[src/rtl/array_feeder.sv]
// Systolic-array input sequencer: loads an NxN weight tile, bursts it down the PE chain, strobes switch, then streams activations.
// Define ARRAY_FEEDER_SKEW_EN for the triangular activation skew line and the DRAIN phase.
module array_feeder #(
    parameter int N = 4,
    parameter int W = 32
) (
    input  logic           clk,
    input  logic           rst_n,
    input  logic           w_valid,
    output logic           w_ready,
    input  logic [N*W-1:0] w_data,
    input  logic           a_valid,
    output logic           a_ready,
    input  logic [N*W-1:0] a_data,
    input  logic           a_last,
    output logic [N*W-1:0] b_out,
    output logic           switch_out,
    output logic [N*W-1:0] a_out,
    output logic [N-1:0]   a_vld_out,
    output logic           busy
);

    localparam int CW = (N > 1) ? $clog2(N) : 1;
    localparam logic [CW-1:0] CNT_LAST   = CW'(N - 1);
    localparam logic [CW-1:0] DRAIN_LAST = CW'(N - 2);

    typedef enum logic [2:0] {
        S_IDLE,
        S_LOAD_W,
        S_SHIFT_W,
        S_SWITCH,
        S_STREAM,
        S_DRAIN
    } state_t;

    state_t         r_state;
    state_t         w_nextState;
    logic [CW-1:0]  r_cnt;
    logic [CW-1:0]  w_nextCnt;
    logic [CW-1:0]  w_shiftIdx;
    logic [N*W-1:0] r_wbuf [N];
    logic [N*W-1:0] r_bOut;
    logic [N*W-1:0] w_nextBOut;
    logic           r_switch;
    logic           w_nextSwitch;
    logic           w_wFire;
    logic           w_aFire;

    assign w_wFire = w_ready & w_valid;
    assign w_aFire = a_ready & a_valid;

    always_ff @(posedge clk or negedge rst_n) begin
        if (!rst_n) begin
            r_state <= S_IDLE;
        end else begin
            r_state <= w_nextState;
        end
    end

    // b_out is registered, so the last beat is forwarded straight from w_data to open the burst one cycle after acceptance.
    always_comb begin
        w_nextState  = r_state;
        w_nextCnt    = r_cnt;
        w_nextBOut   = '0;
        w_nextSwitch = 1'b0;
        w_ready      = 1'b0;
        a_ready      = 1'b0;
        busy         = (r_state != S_IDLE);
        w_shiftIdx   = CNT_LAST - r_cnt - CW'(1);
        unique case (r_state)
            S_IDLE, S_LOAD_W: begin
                w_ready = 1'b1;
                if (w_valid) begin
                    if (r_cnt == CNT_LAST) begin
                        w_nextCnt   = '0;
                        w_nextState = S_SHIFT_W;
                        w_nextBOut  = w_data;
                    end else begin
                        w_nextCnt   = r_cnt + CW'(1);
                        w_nextState = S_LOAD_W;
                    end
                end
            end
            S_SHIFT_W: begin
                if (r_cnt == CNT_LAST) begin
                    w_nextCnt    = '0;
                    w_nextState  = S_SWITCH;
                    w_nextSwitch = 1'b1;
                end else begin
                    w_nextCnt  = r_cnt + CW'(1);
                    w_nextBOut = r_wbuf[w_shiftIdx];
                end
            end
            S_SWITCH: begin
                w_nextState = S_STREAM;
            end
            S_STREAM: begin
                a_ready = 1'b1;
                if (a_valid && a_last) begin
`ifdef ARRAY_FEEDER_SKEW_EN
                    w_nextState = S_DRAIN;
`else
                    w_nextState = S_IDLE;
`endif
                end
            end
            S_DRAIN: begin
                if (r_cnt == DRAIN_LAST) begin
                    w_nextCnt   = '0;
                    w_nextState = S_IDLE;
                end else begin
                    w_nextCnt = r_cnt + CW'(1);
                end
            end
            default: begin
                w_nextState = S_IDLE;
                w_nextCnt   = '0;
            end
        endcase
    end

    always_ff @(posedge clk or negedge rst_n) begin
        if (!rst_n) begin
            r_cnt    <= '0;
            r_bOut   <= '0;
            r_switch <= 1'b0;
            for (int k = 0; k < N; k++) begin
                r_wbuf[k] <= '0;
            end
        end else begin
            r_cnt    <= w_nextCnt;
            r_bOut   <= w_nextBOut;
            r_switch <= w_nextSwitch;
            if (w_wFire) begin
                r_wbuf[r_cnt] <= w_data;
            end
        end
    end

    assign b_out      = r_bOut;
    assign switch_out = r_switch;

    // A cycle without an accepted vector pushes a zero, invalid bubble into every lane.
    for (genvar i = 0; i < N; i++) begin : g_lane
`ifdef ARRAY_FEEDER_SKEW_EN
        localparam int DEPTH = i + 1;
`else
        localparam int DEPTH = 1;
`endif
        logic [W-1:0] r_data [DEPTH];
        logic         r_vld  [DEPTH];

        always_ff @(posedge clk or negedge rst_n) begin
            if (!rst_n) begin
                for (int j = 0; j < DEPTH; j++) begin
                    r_data[j] <= '0;
                    r_vld[j]  <= 1'b0;
                end
            end else begin
                r_data[0] <= w_aFire ? a_data[i*W +: W] : '0;
                r_vld[0]  <= w_aFire;
                for (int j = DEPTH - 1; j > 0; j--) begin
                    r_data[j] <= r_data[j-1];
                    r_vld[j]  <= r_vld[j-1];
                end
            end
        end

        assign a_out[i*W +: W] = r_data[DEPTH-1];
        assign a_vld_out[i]    = r_vld[DEPTH-1];
    end

endmodule

[config.mk]
export PLATFORM = sky130hd
export DESIGN_NAME = array_feeder
export DESIGN_NICKNAME = d
export VERILOG_FILES = /design/src/rtl/array_feeder.sv
export SDC_FILE = /design/constraint.sdc
export NUM_CORES = 1
export LEC_CHECK = 0
export BUFFER_PORTS_ARGS = -buffer_cell sky130_fd_sc_hd__buf_4
export CAP_MARGIN = 20
export CORE_MARGIN = 2
export CORE_UTILIZATION = 55
export DETAILED_ROUTE_END_ITERATION = 8
export GPL_TIMING_DRIVEN = 0
export PLACE_DENSITY = 0.86
export SETUP_SLACK_MARGIN = 0.4
export SLEW_MARGIN = 5
export SYNTH_ARGS = -nofsm -noshare
export SYNTH_HDL_FRONTEND = slang
export SYNTH_SLANG_ARGS = --single-unit
[constraint.sdc]
create_clock -name clk -period 4.9 [get_ports clk]
set_input_delay 0.49 -clock clk [delete_from_list [all_inputs] [get_ports clk]]
set_output_delay 0.49 -clock clk [all_outputs]
set_load 0.03 [all_outputs]
==> After elaboration in Yosys (flattened, before gate mapping) <==
Index checks and enable logic that the tools add are counted.
{ "word_totals": {"ff_bits": 775, "in_bits": 261, "out_inout_bits": 264, "wordCells": 71} }
{ "op_classes": {"addsub": 3, "magnitude_cmp": 3, "eq_ne": 11, "mux": 28, "n_bitwise": 5, "reduce_logical": 8} }
{ "op_table": {"columns": ["op", "count"], "rows": [
  ["$mux 128", 6],
  ["$bwmux 512", 1],
  ["$bmux 128 s2", 1],
  ["$demux 128 s2", 1],
  ["$pmux 128 s2", 1],
  ["$mux 32", 4],
  ["$pmux 3 s5", 1],
  ["$mux 3", 4],
  ["$mux 2", 4],
  ["$ne 2x2->1 const B", 4],
  ["$pmux 2 s4", 1],
  ["$eq 3x2->1 const B", 2],
  ["$eq 3x3->1 const B", 2],
  ["$ge 3x3->1 const B", 2],
  ["$not 2->3", 2],
  ["$eq 2x2->1 const B", 2],
  ["$mux 1", 4],
  ["$reduce_and 4->1", 1],
  ["$reduce_or 2->1", 2],
  ["$eq 3x1->1 const B", 1],
  ["$logic_not 3->1", 1],
  ["$lt 3x1->1 const B", 1],
  ["$reduce_bool 3->1", 1],
  ["$add 2x1->2 const B", 1],
  ["other kinds (6)", 8]
]} }

==> Longest topological paths before layout <==
{ "logic_depth": {"ltp_word": 8, "ltp_mapped": 11, "depth_no_buf": 6} }

==> Least setup slack after synthesis <==
Ideal clock, no wire load.
{ "synth_timing": {"kind": "register -> register", "from": "reg r_cnt[0]", "to": "reg r_bOut[100], in the netlist b_out[100]", "setup_time_ns": 0.121, "arrival_ns": 2.249, "required_time_ns": 4.779, "slack_ns": 2.530, "stages_incl_launch_ff": 10, "n_path_buf": 5, "synth_period_minus_slack_ns": 2.370, "cell_sequence": "dfrtp_1 buf_2 buf_6 buf_6 inv_2 ha_1 buf_2 clkbuf_1 mux4_2 a22o_1"} }
{ "synth_between": {"elab_chain_len": 8, "elab_cells_between_ends": 11, "classes_between": "add/sub: 2; eq/ne: 1; mux: 7; bitwise: 1"} }
{ "synth_rtl": {"columns": ["item", "line", "source"], "rows": [
  ["start, declared", "38", "logic [CW-1:0] r_cnt;"],
  ["start signal, assigned", "131", "r_cnt <= w_nextCnt;"],
  ["$sub 2x2->2", "69", "w_shiftIdx = CNT_LAST - r_cnt - CW'(1);"],
  ["$sub 2x1->2", "69", null],
  ["$not 2->3 (not written as such)", "91", "w_nextBOut = r_wbuf[w_shiftIdx];"],
  ["$bmux 128 s2", "91", null],
  ["$mux 128 (not written as such) (2 in series)", "91", null],
  ["$mux 128", "85", "if (r_cnt == CNT_LAST) begin"],
  ["$pmux 128 s2 (*)", "70", "unique case (r_state)"],
  ["net w_nextBOut[100]", "43", "logic [N*W-1:0] w_nextBOut;"],
  ["end signal, assigned", "132", "r_bOut <= w_nextBOut;"],
  ["end, declared", "42", "logic [N*W-1:0] r_bOut;"]
]} }
Mark *: on every way through the listed nets, which the timed path passes. The rest lies on a longest branch. The select of a mux whose other input is x is not followed.
A chain may end at the register's enable or synchronous reset.

==> Final worst setup path <==
{ "layout_timing": {"from": "reg r_cnt[0]", "to": "reg r_bOut[57], in the netlist b_out[57]"} }
The elaborated chain is that of the path after synthesis.

==> results by group <==
Outcome
  • Status: completed

Worst setup path
  • Worst Path Arrival: 4.01 ns
  • Worst path max stage delay: ~0.81 ns
  • RR Startpoint: r_cnt[0]
  • Critical Path Fanout Max: 10
  • Worst path slowest cell: clkbuf_1
  • Crit start category: register
  • R2r setup slk: ~1.4 ns
  • Critical path class: register to register
  • Req. time, crit path: between 5 and 6 ns
  • Crit path cell chain: buf_2, buf_6, buf_6, inv_2, ha_1, buf_2, clkbuf_1, mux4_2, a22o_1
  • Crit Reg-Reg Endpoint: b_out[57]
  • R2R cell count: 9
  • Crit end category: register

Routing
  • DRT iter0 DRCs: 1246
  • Vias: approximately 20000
  • WL/cell: ~28 µm
  • Final ANT Viol Nets: 0
  • Routed WL: roughly 93000 µm
  • Vias per std cell: slightly below 6
  • Drt first pass iters: 5
  • DR DRC count: 0

Logic synthesis
  • Library cells used by synthesis: 37
  • Top cells by count, synth: dfrtp_1 (775), mux2_4 (400), a22o_1 (129), and3_1 (129), mux4_2 (128)
  • Yosys top cell area share: 0.586
  • Compound-Gate Fraction of Synth Area: 0.0362
  • Top post-synthesis cells by area: dfrtp_1 (59%), mux2_4 (18%), mux4_2 (8.7%), mux2_1 (3.8%), a22o_1 (3.4%)
  • Prevailing post-synth register cell: dfrtp_1
  • Synth Area in Simple Gates: 0.0296
  • Adder-Cell Fraction of Synth Area: 0.00189
  • Syn. warnings: 0
  • #FFs+latches synth: 775
  • Most common cell in the netlist: dfrtp_1
  • XOR/XNOR Fraction of Synth Area: 0
  • Register area share after synthesis: 0.586
  • Syn nets: about 2100
  • Area leader, netlist: dfrtp_1
  • Main combinational cell family by area after synthesis: multiplexers
  • Avg Cell Area, Syn: approximately 18 µm²
  • Synth Instances: approximately 1900
  • Async set-reset flop share out of synthesis: 1.00
  • Post-synth EDFFs: 0
  • Multiplexer area fraction after synthesis: 0.307
  • Syn Std Cell Area: approximately 33000 µm²

Clock tree
  • Post-CTS Resized: 0
  • Total CTS buffers: between 80 and 90
  • Htree depth: 3
  • Clock Tree Root: clkbuf_16
  • Clock Sinks: approximately 780
  • CTS tree: built
  • Setup repair bufs after CTS: 0
  • Reg clk slew, reported paths: 0.07 ns
  • Hold-fix buffers at CTS: 1
  • Clock Latency Late Sink: 0.63 ns
  • Clock tree buffer depth: 3

Place
  • Hpwl dp: between 60000 and 70000 µm
  • Post-Place Worst Slack: about 1.5 ns
  • Inst Count DP: between 3000 and 4000
  • PortBufs: between 500 and 600
  • Final RePlAce weighted congestion: approximately 0.93

Global routing
  • Pin count of the biggest net entering global routing: ~120
  • All-Layer GR Usage: 0.304
  • Global route total overflow: 0
  • Initial antenna violation count: 16
  • First-pass GRT wire length: between 100000 and 150000 µm
  • Number of global-route vias before repair: around 22000

Timing
  • Clk_skew: 0.0193 ns
  • Final setup viols: 0
  • Slew headroom: 0.297
  • Highest clock rate: between 200 and 300 MHz
  • RSZ-0062 raised after global routing: no
  • Min Tclk post-route: about 3.5 ns
  • Actual transition at the worst max-transition pin: ~1.1 ns
  • PnR worst setup slack: around 1.4 ns
  • Final hold vios: 0
  • Setup tns final: 0 ns
  • Fin. max-slew vios: 0
  • Period utilization: 0.715

Final layout
  • Final #Nets: 2747
  • Layout cell share with drive strength beyond 1: 0.511
  • Fillers: approximately 3900
  • Area of the multi-input gates: between 10000 and 15000 µm²
  • Final core occ: 0.691
  • Reg area: between 15000 and 20000 µm²
  • Final Non-Filler Cells: roughly 3300
  • Syn-to-layout area delta: 23.8%

Min path
  • Min-delay src: a_data[114]
  • Hold Crit Class: primary input to register
  • Hold depth: 2
  • WHS Endpoint: g_lane[3].r_data[18]

Die
  • Die area: approximately 62000 µm²
  • Chip width: around 250 µm
  • Die Ht: between 200 and 250 µm
  • CORE AREA: 59200 µm²
  • IO Count: about 530
  • Row count: 89
  • Initial core utilization: 0.559

Pwr
  • Cell Pwr Density: between 600 and 700 nW/µm²
  • P_leak: between 15 and 20 nW
  • Maximum VDD drop: roughly 290 µV

Run
  • Max-cap violation count: 0
[worst max-delay path, delay by kind of cell (launching register included)]
| kind | cells | cell delay, ns |
|---|---|---|
| mux | 1 | 0.42 |
| compound gates | 1 | 0.24 |
| buf+inv | 6 | 1.92 |
| flops | 1 | 0.40 |
| fa+ha+maj | 1 | 0.39 |
[cells by family (layout without fill, tap and decap cells)]
| family | count (synthesis) | after routing |
|---|---|---|
| AO/OA/AOI/OAI | 140 | 140 |
| adder cells (fa/ha/maj) | 5 | 5 |
| buffers and inverters | 153 | 831 |
| flip-flops | 775 | 775 |
| multiplexers | 641 | 641 |
| other | 0 | 12 |
| AND/OR/NAND/NOR | 154 | 154 |
[worst max-delay path by stage]
stage,slack (ns),start,cells past startpoint,to
after floorplan,2.53,r_cnt[0],9,b_out[100]
after global placement,-4.78,rst_n,1,g_lane[0].r_data[25]
after detailed placement,1.47,r_cnt[0],9,b_out[57]
after CTS,1.44,r_cnt[0],9,b_out[57]
after global routing,1.29,r_cnt[0],9,b_out[57]
final,1.40,r_cnt[0],9,b_out[57]
[layer usage]
| layer | vias to the layer above | GRT usage | part of all wire |
|---|---|---|---|
| met3 | 164 | 0.0677 | 0.059 |
| met5 | - | 0 | 0.00035 |
| met4 | 4 | 0.136 | 0.044 |
| met1 | 10500 | 0.372 | 0.38 |
| met2 | 716 | 0.518 | 0.52 |
| li1 | 8161 | - | - |
[registers in the layout, summed over array words and instances (netlist names)]
signal         count
g_lane.r_data    128
r_state            3
b_out            128
g_lane.r_vld       1
switch_out         1
r_wbuf           512
r_cnt              2
[power by group]
group	leakage, nW	switching (mW)	internal (mW)	total, mW
Clock	1.35	2.61	3.75	6.36
Sequential	9.72	1.44	8.92	10.4
Combinational	8.87	4.72	6.38	11.1
Total	19.9	8.77	19.1	27.8
[metrics by stage]
step / instance area, µm² / hold WS (ns) / total power, mW
floorplan: 33100 / 0.194 / 18.3
CTS: 40900 / 0.0732 / 27.9
detailed placement: 38200 / 0.471 / 21.4
global route: 41000 / 0.0846 / 29.0
global placement: 38000 / 0.461 / 20.9
finish: 41000 / 0.102 / 27.8
[cells in the final DEF, fill, tap and decap left out, types with 2 or more instances in the layout]
cell type,count
mux2_4,400
clkbuf_8,19
clkinvlp_4,5
diode_2,12
nand2b_1,3
inv_6,3
bufinv_16,7
clkbuf_16,82
buf_16,6
mux4_2,128
a21oi_1,4
a31oi_1,2
buf_1,5
inv_2,2
clkinv_2,11
dfrtp_1,775
buf_6,22
inv_1,3
buf_2,36
clkbuf_1,54
buf_8,45
clkinv_8,3
and3_1,129
and3_4,4
ha_1,5
a22o_1,129
nor3_1,6
buf_4,527
nand2_1,2
mux2_1,112
[cell type report]
| class | count | share of cell area |
|---|---|---|
| buffer | 148 | 0.0313 |
| inverter | 5 | 0.000458 |
| clock inverter | 29 | 0.00923 |
| clock buffer | 119 | 0.0581 |
| antenna | 12 | 0.000733 |
| timing repair buffer | 530 | 0.100 |
| tap | 773 | 0.0236 |
| sequential | 775 | 0.473 |
| multi-input combinational | 940 | 0.303 |
Power figures use the tool's default switching activity.
